==> src/rtl/alu128_rr_scheduler.sv <==
// Round-robin scheduler sharing one external 128-bit ALU between NREQ requesters.
// Optional macro ALU_SCHED_OPCHK_EN: opcodes >= 4'hA are answered at once with rsp_err=1.
module alu128_rr_scheduler #(
    parameter int NREQ = 4,
    parameter int IDW  = 2,
    parameter int CNTW = 32
) (
    input  logic                  clk,
    input  logic                  rst_n,
    input  logic [NREQ-1:0]       req_valid,
    output logic [NREQ-1:0]       req_ready,
    input  logic [4*NREQ-1:0]     req_op,
    input  logic [128*NREQ-1:0]   req_a,
    input  logic [128*NREQ-1:0]   req_b,
    output logic [127:0]          alu_ip1,
    output logic [127:0]          alu_ip2,
    output logic [3:0]            alu_sel,
    input  logic [127:0]          alu_result,
    input  logic [4:0]            alu_flags,
    output logic                  rsp_valid,
    input  logic                  rsp_ready,
    output logic [IDW-1:0]        rsp_id,
    output logic [127:0]          rsp_result,
    output logic [4:0]            rsp_flags,
    output logic                  rsp_err,
    output logic                  busy,
    output logic [CNTW-1:0]       op_count
);

    // Handshakes: a request or response transfers on a rising edge where its valid and
    // ready are both high; the sender holds valid and payload stable until then.
    typedef enum logic [1:0] {
        IDLE = 2'd0,
        EXEC = 2'd1,
        RESP = 2'd2
    } state_t;

    localparam logic [IDW-1:0] RR_INIT = IDW'(NREQ - 1);

    state_t         state, state_nxt;
    logic [IDW-1:0] rr_ptr;
    logic [IDW-1:0] grant_idx;
    logic [IDW-1:0] cand;
    logic           grant_vld;
    logic           grant_bad;
    logic           accept;
    logic [3:0]     grant_op;
    logic [127:0]   grant_a;
    logic [127:0]   grant_b;

    // Scan from the far end so the candidate closest after rr_ptr is written last and wins.
    always_comb begin
        grant_vld = 1'b0;
        grant_idx = '0;
        cand      = '0;
        for (int k = NREQ; k >= 1; k--) begin
            cand = IDW'((int'(rr_ptr) + k) % NREQ);
            if (req_valid[cand]) begin
                grant_vld = 1'b1;
                grant_idx = cand;
            end
        end
    end

    always_comb begin
        grant_op = '0;
        grant_a  = '0;
        grant_b  = '0;
        for (int i = 0; i < NREQ; i++) begin
            if (grant_idx == IDW'(i)) begin
                grant_op = req_op[4*i +: 4];
                grant_a  = req_a[128*i +: 128];
                grant_b  = req_b[128*i +: 128];
            end
        end
    end

`ifdef ALU_SCHED_OPCHK_EN
    assign grant_bad = (grant_op >= 4'hA);
`else
    assign grant_bad = 1'b0;
`endif

    assign accept = (state == IDLE) && grant_vld;
    assign busy   = (state != IDLE);

    always_ff @(posedge clk or negedge rst_n) begin
        if (!rst_n) begin
            state <= IDLE;
        end else begin
            state <= state_nxt;
        end
    end

    always_comb begin
        state_nxt = state;
        req_ready = '0;
        case (state)
            IDLE: begin
                if (grant_vld) begin
                    req_ready[grant_idx] = 1'b1;
                    state_nxt            = grant_bad ? RESP : EXEC;
                end
            end
            EXEC:    state_nxt = RESP;
            RESP:    if (rsp_ready) state_nxt = IDLE;
            default: state_nxt = IDLE;
        endcase
    end

    // ALU drive registers only move on a legal accept, so the ALU inputs stay quiet otherwise.
    always_ff @(posedge clk or negedge rst_n) begin
        if (!rst_n) begin
            rr_ptr     <= RR_INIT;
            alu_ip1    <= '0;
            alu_ip2    <= '0;
            alu_sel    <= '0;
            rsp_valid  <= 1'b0;
            rsp_id     <= '0;
            rsp_result <= '0;
            rsp_flags  <= '0;
            op_count   <= '0;
        end else begin
            if (accept) begin
                rr_ptr <= grant_idx;
                rsp_id <= grant_idx;
                if (grant_bad) begin
                    rsp_valid  <= 1'b1;
                    rsp_result <= '0;
                    rsp_flags  <= '0;
                end else begin
                    alu_ip1 <= grant_a;
                    alu_ip2 <= grant_b;
                    alu_sel <= grant_op;
                end
            end
            if (state == EXEC) begin
                rsp_valid  <= 1'b1;
                rsp_result <= alu_result;
                rsp_flags  <= alu_flags;
            end
            if ((state == RESP) && rsp_ready) begin
                rsp_valid <= 1'b0;
                if (op_count != {CNTW{1'b1}}) begin
                    op_count <= op_count + 1'b1;
                end
            end
        end
    end

`ifdef ALU_SCHED_OPCHK_EN
    always_ff @(posedge clk or negedge rst_n) begin
        if (!rst_n) begin
            rsp_err <= 1'b0;
        end else if (accept && grant_bad) begin
            rsp_err <= 1'b1;
        end else if (state == EXEC) begin
            rsp_err <= 1'b0;
        end
    end
`else
    assign rsp_err = 1'b0;
`endif

endmodule
==> config.mk <==
export PLATFORM = sky130hd
export DESIGN_NAME = alu128_rr_scheduler
export DESIGN_NICKNAME = d
export VERILOG_FILES = /design/src/rtl/alu128_rr_scheduler.sv
export SDC_FILE = /design/constraint.sdc
export NUM_CORES = 1
export LEC_CHECK = 0
export ABC_AREA = 1
export BUFFER_PORTS_ARGS = -buffer_cell sky130_fd_sc_hd__clkbuf_2
export CAP_MARGIN = 25
export CORE_AREA = 5 5 619 621
export CTS_BUF_LIST = sky130_fd_sc_hd__clkbuf_4
export CTS_CLUSTER_DIAMETER = 80
export CTS_CLUSTER_SIZE = 8
export DETAILED_ROUTE_END_ITERATION = 10
export DIE_AREA = 0 0 624 626
export PLACE_DENSITY = 0.3
export REMOVE_ABC_BUFFERS = 1
export SLEW_MARGIN = 20
export SYNTH_ARGS = -nofsm -noshare
export SYNTH_HDL_FRONTEND = slang
export SYNTH_SLANG_ARGS = --single-unit
export TNS_END_PERCENT = 50
==> constraint.sdc <==
create_clock -name clk -period 2.58 [get_ports clk]
set_input_delay 0.258 -clock clk [delete_from_list [all_inputs] [get_ports clk]]
set_output_delay 0.258 -clock clk [all_outputs]
set_load 0.02 [all_outputs]
==> impl_metrics.toml, run 1 <==
[status]
status = "stopped before the end"
haltStage = "clock tree synthesis"
stop_error = "[ERROR RSZ-0060] Max buffer count reached."

[clocking]
post_cts_buffers = 51
ctsResizeCount = 321
hold_buffers = 2049
cts-root-buf = "clkbuf_4"
cts_buffers = 83
cts-htree-levels = 3
cts_sinks = 432
max-clock-path-buffers = 4

[floorplan]
die_h_microns = 626
io_pins = 1614
rows = 226
initial_utilization = 0.0661
die_w_microns = 624

[placed_design]
io_buffer_count = 1612
gp_congestion = 0.947
pre_cts_slack_ps = -628
dpl.hpwl_microns = 229000
dpl-instance-area_sq_um = 40900

[synth]
synth.yosys.warnings = 0
syn_avg_cell_area_sq_um = 7.32
seq_area_frac_synth = 0.434
syn-cell-area_sq_um = 24900
yosysUniqueCellTypes = 34
ys_seq_elements = 432
synthCells = 3404
==> stage by stage <==
step	hold WS, ps	cells	setup TNS (ps)
2_1_floorplan	-37.6	3150	-2265920
3_3_place_gp	352	10040	-60910
3_5_place_dp	347	10040	-47040
==> Yosys cell counts (all sizes together) <==
cell type | instances | area, sq um
nand2 | 1092 | 4150
nand3 | 594 | 2980
dfrtp | 430 | 10800
o21ai | 317 | 1590
nor2 | 237 | 922
inv | 196 | 738
buf | 140 | 817
mux2 | 133 | 1500
clkbuf | 114 | 428
nand4 | 88 | 551
xor2 | 20 | 175
nor3 | 14 | 70.1
xnor2 | 9 | 78.8
a21oi | 7 | 50.1
nor4 | 5 | 31.3
dfstp | 2 | 52.6
nand3b | 2 | 15.0
and2 | 1 | 6.26
and3 | 1 | 6.26
conb | 1 | 3.75
ha | 1 | 12.5
==> cell families after synthesis <==
kind of cell             synth area share
XOR/XNOR                           0.0102
other                            0.000150
adder cells (fa/ha/maj)          0.000502
multiplexers                       0.0601
AND/OR/NAND/NOR                     0.350
flip-flops                          0.434
buffers and inverters              0.0795
AO/OA/AOI/OAI                      0.0656
==> inputs of run 2 (changes only) <==
--- a/config.mk
+++ b/config.mk
@@ -8,13 +8,10 @@
 export ABC_AREA = 1
 export BUFFER_PORTS_ARGS = -buffer_cell sky130_fd_sc_hd__clkbuf_2
 export CAP_MARGIN = 25
-export CORE_AREA = 5 5 619 621
-export CTS_BUF_LIST = sky130_fd_sc_hd__clkbuf_4
-export CTS_CLUSTER_DIAMETER = 80
-export CTS_CLUSTER_SIZE = 8
+export CORE_AREA = 5 5 631 633
 export DETAILED_ROUTE_END_ITERATION = 10
-export DIE_AREA = 0 0 624 626
-export PLACE_DENSITY = 0.3
+export DIE_AREA = 0 0 636 638
+export PLACE_DENSITY_LB_ADDON = 0.15
 export REMOVE_ABC_BUFFERS = 1
 export SLEW_MARGIN = 20
 export SYNTH_ARGS = -nofsm -noshare
==> run 2 against run 1 <==
The flow now finishes, with violations (negative setup slack). Synthesized area unchanged. Synthesized cell count unchanged.
==> impl_metrics.toml, run 2 <==
[floorplan]
rows = 230
die_h_microns = 638
die_area_sq_um = 406000
io_pins = 1614
initial_utilization = 0.0637
core_area_sq_um = 391000
die_w_microns = 636

[global_route]
grt_pass1_wl_microns = 354000
grt_pass1_vias = 39561
grt_max_degree = 59
antenna_found_initial = 97
grt.total_usage = 0.127
grt_overflow = 0

[drt]
drtAntennaViolNets = 0
drt-total-wl_microns = 270000
first_pass_iters = 7
drt_iter0_markers = 2052
avgViaCountPerCell = 3.16
drcViolationCount = 0
num_vias = 36899
wire_per_inst_microns = 23.2

[sta]
hold_viol = 0
fin_crit_ps = 3060
fin_setup_tns_ps = -45540
fin_worst_skew_ps = 47.0
tightest_slew_ps = 813
clock.fmax_mhz = 327
relSlewSlack = 0.458
setup_slack_ps = -481
rsz0062_at_grt = "yes"
slew_violations = 0
fin_crit_sh = 1.19
setup_viol = 264

[setup_path]
crit_path_top_delay_cell = "dfstp_2"
path_cells = "buf_4, nand2_1, o21ai_2, nand2_2, nand2_1, nand2_1, nand2_2, nand2_8, buf_12, buf_12, nor3_4, clkbuf_8"
path_common_cell = "nand2_1"
cp-start-kind = "flop"
max_stage_delay_ps = 600
setup.worst_path.class = "flop to primary output"
end_kind = "primary output"
crit_arrival_ps = 2800
crit_path_max_fanout = 23
cp.required_ps = 2320

[status]
status = "finished, violations left"
violations = "negative setup slack"

[clocking]
clk_latency_ps = 750
cts-root-buf = "clkbuf_16"
tritoncts = "built"
clkSlewWorstSetupHoldPaths_ps = 60
cts_sinks = 432
cts-htree-levels = 3
max-clock-path-buffers = 4
cts_buffers = 71

[hold_path]
hp-class = "primary input to flop"

[layout]
final_area_sq_um = 57800
num-fill-cells = 45179
instances_no_fill = 11669
final_nets = 7530
area_delta_synth_final_pct = 132
regArea_sq_um = 10800
multi_input_area_sq_um = 12800
final_cell_mix = "1607 x clkbuf_2, 1161 x dlygate4sd3_1, 1045 x nand2_1"
final_util = 0.148
top_regs = "alu_ip1 (128), alu_ip2 (128), rsp_result (128)"
final_common_cell = "clkbuf_2"
drive_above_1_share = 0.369

[placed_design]
gp_congestion = 0.911
dpl.hpwl_microns = 217000
pre_cts_slack_ps = -361
dpl-instance-area_sq_um = 40900
dp.cells = 10221
io_buffer_count = 1612

[pwr]
ir_drop_mv = 1.11
cellPowerDensity_nw_per_um2 = 1530
p_leak_nw = 27.4

[synth]
yosys.area.top_type = "dfrtp_1"
synth_ff_type = "dfrtp_1"
synthCells = 3404
synth_edf_count = 0
yosysMostFrequentCell = "nand2_1"
yosysUniqueCellTypes = 34
synth_top_area_frac = 0.432
async_flop_share = 1.00
syn_avg_cell_area_sq_um = 7.32
ys_seq_elements = 432
syn-cell-area_sq_um = 24900
ys_top_cells_by_count = "1081 x nand2_1, 593 x nand3_1, 430 x dfrtp_1"
synth.yosys.warnings = 0
seq_area_frac_synth = 0.434
ys_top_cells_by_area = "dfrtp_1 43%, nand2_1 16%, nand3_1 12%"

[run]
drv_cap = 0
-- run 2: cell counts after synthesis --
Identical to the previous run, type by type.
-- run 2: power breakdown --
group,internal (mW),switching (mW),leakage (nW)
Combinational,25.2,41.0,21.1
Clock,5.69,3.85,1.08
Sequential,10.3,2.52,5.21
-- run 2: worst max-delay path, delay by kind of cell, from the launching register on --
family	cells	cell delay, ps
AND/OR/NAND/NOR	7	730
flip-flops	1	600
buffers and inverters	4	590
AO/OA/AOI/OAI	1	70
-- run 2: path summary, 6_finish.rpt --
kind | depth (start not counted) | slack (ps) | from | to
setup / recovery | 12 | -480 | rr_ptr[0] | req_ready[0]
hold / removal | 5 | 40 | req_b[264] | alu_ip2[8]
setup reg to reg | 20 | -320 | rr_ptr[0] | alu_ip2[21]
hold reg to reg | 2 | 470 | alu_ip2[103] | alu_ip2[103]
max in group asynchronous | 3 | 1520 | rst_n | alu_ip2[63]
min in group asynchronous | 2 | 180 | rst_n | alu_ip2[115]
-- run 2: timing repair --
action / CTS / global route
pin swaps: 23 / 11
hold buffers: 1161 / 0
cloned: 26 / 7
buffers inserted: 70 / 15
endpoints found under the hold margin: 447 / 0
resized for setup: 262 / 172
setup endpoints to repair: 249 / 268
-- run 2: stage by stage --
stage | total power, mW | hold WS [ps]
2_1_floorplan | 30.0 | -37.6
3_3_place_gp | 67.4 | 390
3_5_place_dp | 67.2 | 387
4_1_cts | 89.4 | 1.85
5_1_grt | 95.3 | 32.7
6_report | 88.5 | 41.0
-- run 2: routing by layer --
layer  share of wire  GRT usage
met1            0.39      0.144
met2            0.51      0.233
met3           0.055     0.0291
met4           0.037     0.0400
met5          0.0014          0
-- run 2: cells by family (layout without fill, tap and decap cells) --
logic type | after synthesis | in the layout | share of synthesized area
AOI/OAI and AO/OA | 324 | 324 | 0.0656
xor gates and xnor gates | 29 | 29 | 0.0102
adders and majority gates | 1 | 1 | 0.000502
buffers and inverters | 450 | 3443 | 0.0795
DFF | 432 | 432 | 0.434
muxes | 133 | 133 | 0.0601
other | 1 | 53 | 0.000150
and+or+nand+nor | 2034 | 2034 | 0.350
-- run 2: layout make-up --
cell class              instances  share of cell area
well taps                    5220               0.113
clock buffers                 106              0.0356
inverters                     196              0.0131
clock inverters                15             0.00247
diodes                         52             0.00225
multi-input cells            2522               0.222
flip-flops and latches        432               0.187
repair buffers               3126               0.425
No activity file was read; power rests on OpenSTA's default activity.
